[config.mk]
export PLATFORM = sky130hd
export DESIGN_NAME = bcd_cnt_n
export DESIGN_NICKNAME = d
export VERILOG_FILES = /design/src/rtl/bcd_cnt_n.sv
export SDC_FILE = /design/constraint.sdc
export NUM_CORES = 1
export LEC_CHECK = 0
export ABC_CLOCK_PERIOD_IN_PS = 4430
export CAP_MARGIN = 20
export CORE_ASPECT_RATIO = 0.75
export CORE_MARGIN = 1.5
export CORE_UTILIZATION = 54
export DETAILED_ROUTE_END_ITERATION = 7
export GPL_TIMING_DRIVEN = 0
export PLACE_DENSITY = 0.89
export SLEW_MARGIN = 5
export SYNTH_ARGS = -nofsm -noshare
export SYNTH_HDL_FRONTEND = slang
export SYNTH_SLANG_ARGS = --single-unit
[constraint.sdc]
create_clock -name CK -period 4.43 [get_ports CK]
set_input_delay 1.329 -clock CK [delete_from_list [all_inputs] [get_ports CK]]
set_output_delay 1.329 -clock CK [all_outputs]
set_load 0.05 [all_outputs]
[src/rtl/bcd_cnt_n.sv]
// bcd_cnt_n: synchronous DIGITS-decade BCD up/down counter with parallel load and cascade carry.
// Define BCD_CNT_SAT_EN to hold at all-9s / all-0s instead of wrapping.
module bcd_cnt_n #(
    parameter int DIGITS = 4
) (
    input  logic                  CK,
    input  logic                  nClear,
    input  logic                  EN,
    input  logic                  UP,
    input  logic                  LOAD,
    input  logic [4*DIGITS-1:0]   D,
    output logic [4*DIGITS-1:0]   Q,
    output logic                  CO
);

    logic [3:0] digit_q [DIGITS];
    logic [3:0] digit_d [DIGITS];
    logic       at_terminal;

    function automatic logic [3:0] clamp_digit(input logic [3:0] v);
        return (v > 4'd9) ? 4'd9 : v;
    endfunction

    function automatic logic [3:0] inc_digit(input logic [3:0] v);
        return (v == 4'd9) ? 4'd0 : v + 4'd1;
    endfunction

    function automatic logic [3:0] dec_digit(input logic [3:0] v);
        return (v == 4'd0) ? 4'd9 : v - 4'd1;
    endfunction

    always_comb begin : next_state
        logic all9;
        logic all0;
        logic hold_terminal;
        logic low_ok;

        // NOTE: every variable gets a value before any branch, so no latch is inferred.
        all9          = 1'b1;
        all0          = 1'b1;
        hold_terminal = 1'b0;
        low_ok        = 1'b1;
        at_terminal   = 1'b0;
        for (int k = 0; k < DIGITS; k++) begin
            digit_d[k] = digit_q[k];
        end

        for (int k = 0; k < DIGITS; k++) begin
            all9 = all9 & (digit_q[k] == 4'd9);
            all0 = all0 & (digit_q[k] == 4'd0);
        end
        at_terminal = UP ? all9 : all0;

`ifdef BCD_CNT_SAT_EN
        hold_terminal = at_terminal;
`else
        hold_terminal = 1'b0;
`endif

        // A digit steps only when every lower digit is at its rollover value.
        for (int k = 0; k < DIGITS; k++) begin
            if (LOAD) begin
                digit_d[k] = clamp_digit(D[4*k +: 4]);
            end else if (EN && !hold_terminal && low_ok) begin
                digit_d[k] = UP ? inc_digit(digit_q[k]) : dec_digit(digit_q[k]);
            end
            low_ok = low_ok & (UP ? (digit_q[k] == 4'd9) : (digit_q[k] == 4'd0));
        end
    end

    // NOTE: state registers use non-blocking assignments so all digits update together on the edge.
    always_ff @(posedge CK or negedge nClear) begin
        if (!nClear) begin
            for (int k = 0; k < DIGITS; k++) begin
                digit_q[k] <= 4'd0;
            end
        end else begin
            for (int k = 0; k < DIGITS; k++) begin
                digit_q[k] <= digit_d[k];
            end
        end
    end

    always_comb begin
        Q = '0;
        for (int k = 0; k < DIGITS; k++) begin
            Q[4*k +: 4] = digit_q[k];
        end
    end

    // Gated by nClear so the carry stays low during clear even when EN=1, UP=0.
    assign CO = nClear & EN & ~LOAD & at_terminal;

endmodule

## Word-level counts from Yosys, hierarchy flattened

Cells that the tools add are included.

- Register bits after elaboration: 16
- Input bits: 21

- Add/subtract/negate cells: 8
- Order comparisons: 4
- Equal/unequal tests: 4
- Multiplexer cells: 28
- Bitwise operators: 12
- Reduce and logical (&&, ||, !) cells: 11

Operator list:

| cell | count |
|---|---|
| 2-to-1 mux 4 bit | 24 |
| adder 4 x 1 -> 4 bit (second input constant) | 4 |
| == test 4 bit (second input constant) | 4 |
| greater-than comparator 4 bit (second input constant) | 4 |
| zero test 4 bit | 4 |
| subtractor 4 x 1 -> 4 bit (second input constant) | 4 |
| bitwise AND 1 bit | 11 |
| nonzero test 2 bit | 4 |
| 2-to-1 mux 1 bit | 4 |
| logical AND 1 bit | 3 |
| inverter 1 bit | 1 |

## Logic depth before layout (Yosys ltp)

- Depth after elaboration: 7
- Mapped depth: 7
- Gate-level depth less buffers: 5

## Worst setup path after synthesis

OpenSTA, ideal clock, no wires.

- Kind: input to output
- Start point: input UP
- End point: output CO
- Data arrival time: 3.473 ns
- Data required time: 3.101 ns
- Setup slack: -0.372 ns
- Cell stages on the path: 4
- Buffers on the path: 1
- Path through: buf_2 > nor4_2 > a41oi_1 > nor4_1

- Cells in the longest elaborated chain, start to end: 2

RTL lines:

| what | RTL line | text |
|---|---|---|
| from (decl) | 9 | `input logic UP,` |
| 2-to-1 mux 1 bit | 52 | `at_terminal = UP ? all9 : all0;` |
| bitwise AND 1 bit | 92 | `assign CO = nClear & EN & ~LOAD & at_terminal;` |
| to (decl) | 13 | `output logic CO` |

Every way passes these cells.

## Final worst setup path

Ends and elaborated chain as after synthesis.

==> impl.org <==
** Status
- The flow ran to the end, and the final reports show no timing, DRC or antenna violations.

** Timing
- Top achievable clock speed :: between 200 and 250 MHz
- Unrepaired setup endpoints after global routing :: no
- Worst hold slack :: slightly below 0.7 ns
- Layout Skew :: between 0.001 and 0.0015 ns
- For the finished layout, the period the worst path requires is about 4.2 ns.
- Final setup margin :: around 0.2 ns
- The worst pin sits at a relative slew slack of between 40% and 50%.
- Count of final setup violators :: 0
- After layout, the worst path uses a little over nine tenths of the clock period.
- Count of final max-slew check failures :: 0
- Total count of hold-check failures in the final report :: 0
- At the pin with the least slew margin, the transition time is ~0.82 ns.

** Synthesis
- Gate Count Post-Synth :: 200
- Synth Flop Type :: dfrtp_1
- The synthesized netlist devotes between 20% and 30% of its cell area to compound gates.
- Number of flops mapped to enable cells by yosys :: 0
- Area share of fa/ha/maj cells after synthesis :: 0%
- After synthesis, the netlist uses 52 different library cells.
- Summing every instance area after synthesis gives around 0.0016 mm².
- Synth Area in XOR/XNOR :: 5.05%
- Post-synthesis area per instance :: just under 8 µm²
- After synthesis, flip-flops and latches occupy roughly a quarter of the total area.
- Counting flops with an async set or reset pin after synthesis yields a share of 100%.
- Basic-gate share of the synthesized area counting and, or, nand and nor cells :: approximately 27%
- After synthesis the netlist holds a flip-flop and latch count of 16.
- Net count after synthesis :: 221
- Yosys printed 0 warnings.
- By area, the combinational part of the netlist is dominated by compound AO/OA/AOI/OAI gates.
- Post-synthesis mux area share :: 5.85%

** Floorplanning
- For this configuration, the core starts out at a cell density of 58.2%.
- Total number of placement rows :: 16
- Die outline area :: around 0.0032 mm²
- Die outline width :: between 60 and 70 µm
- Height of the die :: roughly 50 µm
- 38 I/O pins were placed.
- In this run the standard cell core region covers 0.00268 mm².

** Drt
- For this run, the detailed router's first-pass iteration total came to 4.
- In the routed layout, each cell is associated on average with a via count of slightly above 6.
- Final routed wirelength across all metal layers :: slightly above 4 mm
- In the final routed layout, each cell accounts on average for 14.8 µm.
- After the first detailed-routing iteration, the DRC count stood at approximately 120.
- Number of design rule violations left after detail routing :: 0
- Antenna viol nets, final :: 0
- Vias :: between 1500 and 2000

** Clocking
- At the later pin of the worst-skew pair, clock insertion delay measures about 0.25 ns.
- Clock tree synthesis found a total of 16 sinks.
- Clock-pin slew was measured on the worst setup and hold paths at 0.07 ns.
- CTS buffer count :: 3
- TritonCTS built the clock tree.
- CTS built an H-tree with a depth of 1.
- Hold buffer count at CTS :: 0
- Buffer depth of the longest clock path :: 2
- Root cell of the clock tree :: clkbuf_8

** Min path
- For hold timing, the worst endpoint is Q[7].
- Launch point of the worst hold path :: Q[7]
- Counting instances, the worst hold path has a depth of 2.
- Worst min path class :: register to register

** Setup path
- Walking the worst path, the cells encountered are dlygate4sd2_1 -> buf_4 -> and4_1 -> nand4_1 -> nor2_1 -> a41oi_1 -> nor4_2 -> buf_4.
- Across all register-to-register paths, the minimum setup slack is 2.50 ns.
- The worst register-to-register path ends at Q[9].
- Start of the worst register-to-register path :: Q[2]
- At the worst endpoint, the required time is between 3 and 4 ns.
- CP max FO :: 10
- The slowest stage of the critical path is the dlygate4sd2_1 cell.
- Family with the most delay on the worst path :: buffers and inverters
- The critical path is of the input pin to primary output type.
- The cell that appears most often on the critical path is buf_4.
- Largest stage delay on the critical path :: 0.33 ns
- Number of buffer and inverter instances along the worst setup path :: 3
- Element type at the critical path start :: input pin
- The worst setup path is captured at a primary output.
- For the worst flop-to-flop path, the logic depth is 6.
- Arrival time of data at the critical path endpoint :: 2.90 ns

** Power
- Summed over all cells, the static leakage comes to 0.000777 µW.
- Combinational logic is responsible for a little under half of the overall power.
- Clk network pwr share :: a little under a quarter
- Cell internal power was estimated by the tool at between 300 and 400 µW.
- Sequential cell fraction of total power :: between 30% and 40%
- Of the total power, the share spent switching nets is 40.9%.
- In this run the power density over the cells is about 290 mW/mm².
- The worst-case IR drop observed on VDD is around 0.00021 V.
- Net Sw Power :: approximately 240 µW

** Final layout
- The net count of the finished layout is approximately 260.
- Fill cells in the final layout number approximately 230.
- The register with the most flip-flops in the layout has 16 of them.
- Relative to the synthesized area, the layout overhead comes to 29.8%.
- Share of cells above drive strength 1 :: 10.4%
- Final Util :: approximately three quarters
- After routing the design area is 0.00202 mm².
- Diode count :: 0
- Excluding fillers, the count of instances in the completed layout stands at between 200 and 300.

** Placed design
- The count of buffers added on input and output ports is 36.
- DPL Wire Length :: approximately 3.0 mm
- The congestion estimate from routability-driven global placement came to slightly below 0.9.
- Including well taps, the total number of placed cells is around 270.
- Once placement finished, the instance area stood at slightly below 0.002 mm².
- Timing analysis after detailed placement gives a worst setup slack of -0.701 ns.

** Global routing
- The number of global-route vias before repair is ~1500.
- After global routing the overflow that remains totals 0.
- The number of antenna violations at the first check in global routing is 0.
- In the global route stage, overall resource usage came out at 27.0%.
- Entering global routing, the biggest net connects 18 pins.
- The first global-routing pass estimated around 6.9 mm of wire.

** Job
- Max-capacitance violation count :: 0
layout by cell type, fill, tap and decap left out, drive strengths merged, types with 7 or more instances in the layout:
cell type / n
clkbuf: 18
nor3: 8
mux2i: 8
a21oi: 11
nand2: 15
nor4: 7
clkdlybuf4s50: 33
o21ai: 24
buf: 8
inv: 7
dfrtp: 16
nor2: 11
layer usage:
layer	GRT usage, %	wire, µm
met5	0	0
met2	44.7	1900
met4	4.17	8
met3	6.39	258
met1	36.6	1920
Yosys cell counts (2+ instances only):
| library cell | count | area (µm²) |
|---|---|---|
| a21o_1 | 2 | 15.0 |
| a21oi_1 | 11 | 55.1 |
| a31oi_1 | 3 | 18.8 |
| a41oi_1 | 2 | 17.5 |
| and3_1 | 6 | 37.5 |
| buf_2 | 4 | 20.0 |
| buf_4 | 2 | 15.0 |
| clkbuf_1 | 14 | 52.6 |
| dfrtp_1 | 16 | 400 |
| inv_1 | 7 | 26.3 |
| mux2i_1 | 8 | 80.1 |
| nand2_1 | 15 | 56.3 |
| nand2b_1 | 2 | 12.5 |
| nand3_1 | 6 | 30.0 |
| nand3b_1 | 6 | 45.0 |
| nand4_1 | 2 | 12.5 |
| nor2_1 | 10 | 37.5 |
| nor2b_1 | 2 | 12.5 |
| nor3_1 | 6 | 30.0 |
| nor4_1 | 6 | 37.5 |
| o21a_1 | 4 | 30.0 |
| o21ai_0 | 16 | 80.1 |
| o21ai_1 | 5 | 25.0 |
| o21ai_2 | 3 | 26.3 |
| o221ai_1 | 2 | 17.5 |
| o31ai_1 | 6 | 45.0 |
| or2_2 | 2 | 12.5 |
| xnor2_1 | 6 | 52.6 |
| xor2_1 | 3 | 26.3 |
worst min-delay path, cell delays in order (launching register included):
cell and delay [ns]:
dfrtp_1 0.46, o21ai_0 0.11, a21oi_1 0.06
through the flow:
stage	total power, µW	TNS, ns
after floorplan	365	0
after global placement	444	-0.677
after detailed placement	449	-0.701
after CTS	585	0
after global routing	616	0
final	581	0
power groups by stage:
stage / Sequential (µW) / Combinational, µW / Clock (µW)
floorplan: 234 / 131 / 0
detailed placement: 183 / 267 / 0
global placement: 182 / 261 / 0
global route: 183 / 290 / 144
finish: 181 / 269 / 132
CTS: 180 / 267 / 137
final cells by class:
type	count	area [µm²]	area share (%)
timing repair buffer	36	355	17.6
clock buffer	4	55.1	2.72
buffer	21	101	5.01
tap	36	45.0	2.22
multi-input combinational	156	1040	51.4
sequential	16	400	19.8
inverter	7	26.3	1.30
how the worst max path moves through the flow:
stage | start | endpoint | slack (ns) | depth (start not counted)
6_report | UP | CO | 0.20 | 8
5_1_grt | UP | CO | 0.09 | 6
4_1_cts | UP | CO | 0.19 | 6
3_5_place_dp | UP | CO | -0.70 | 8
3_3_place_gp | UP | CO | -0.68 | 8
2_1_floorplan | UP | CO | 0.18 | 4
logic make-up (layout without fill, tap and decap cells):
group,Yosys count,in the layout
buffers and inverters,28,68
AOI/OAI and AO/OA,66,66
DFF,16,16
muxes,9,9
and+or+nand+nor,72,72
xor gates and xnor gates,9,9
what timing repair did:
action / CTS / global route
buffers inserted: 0 / 0
setup endpoints to repair: 1 / 0
gates resized for setup: 10 / 0
(Power assumes the default switching activity.)
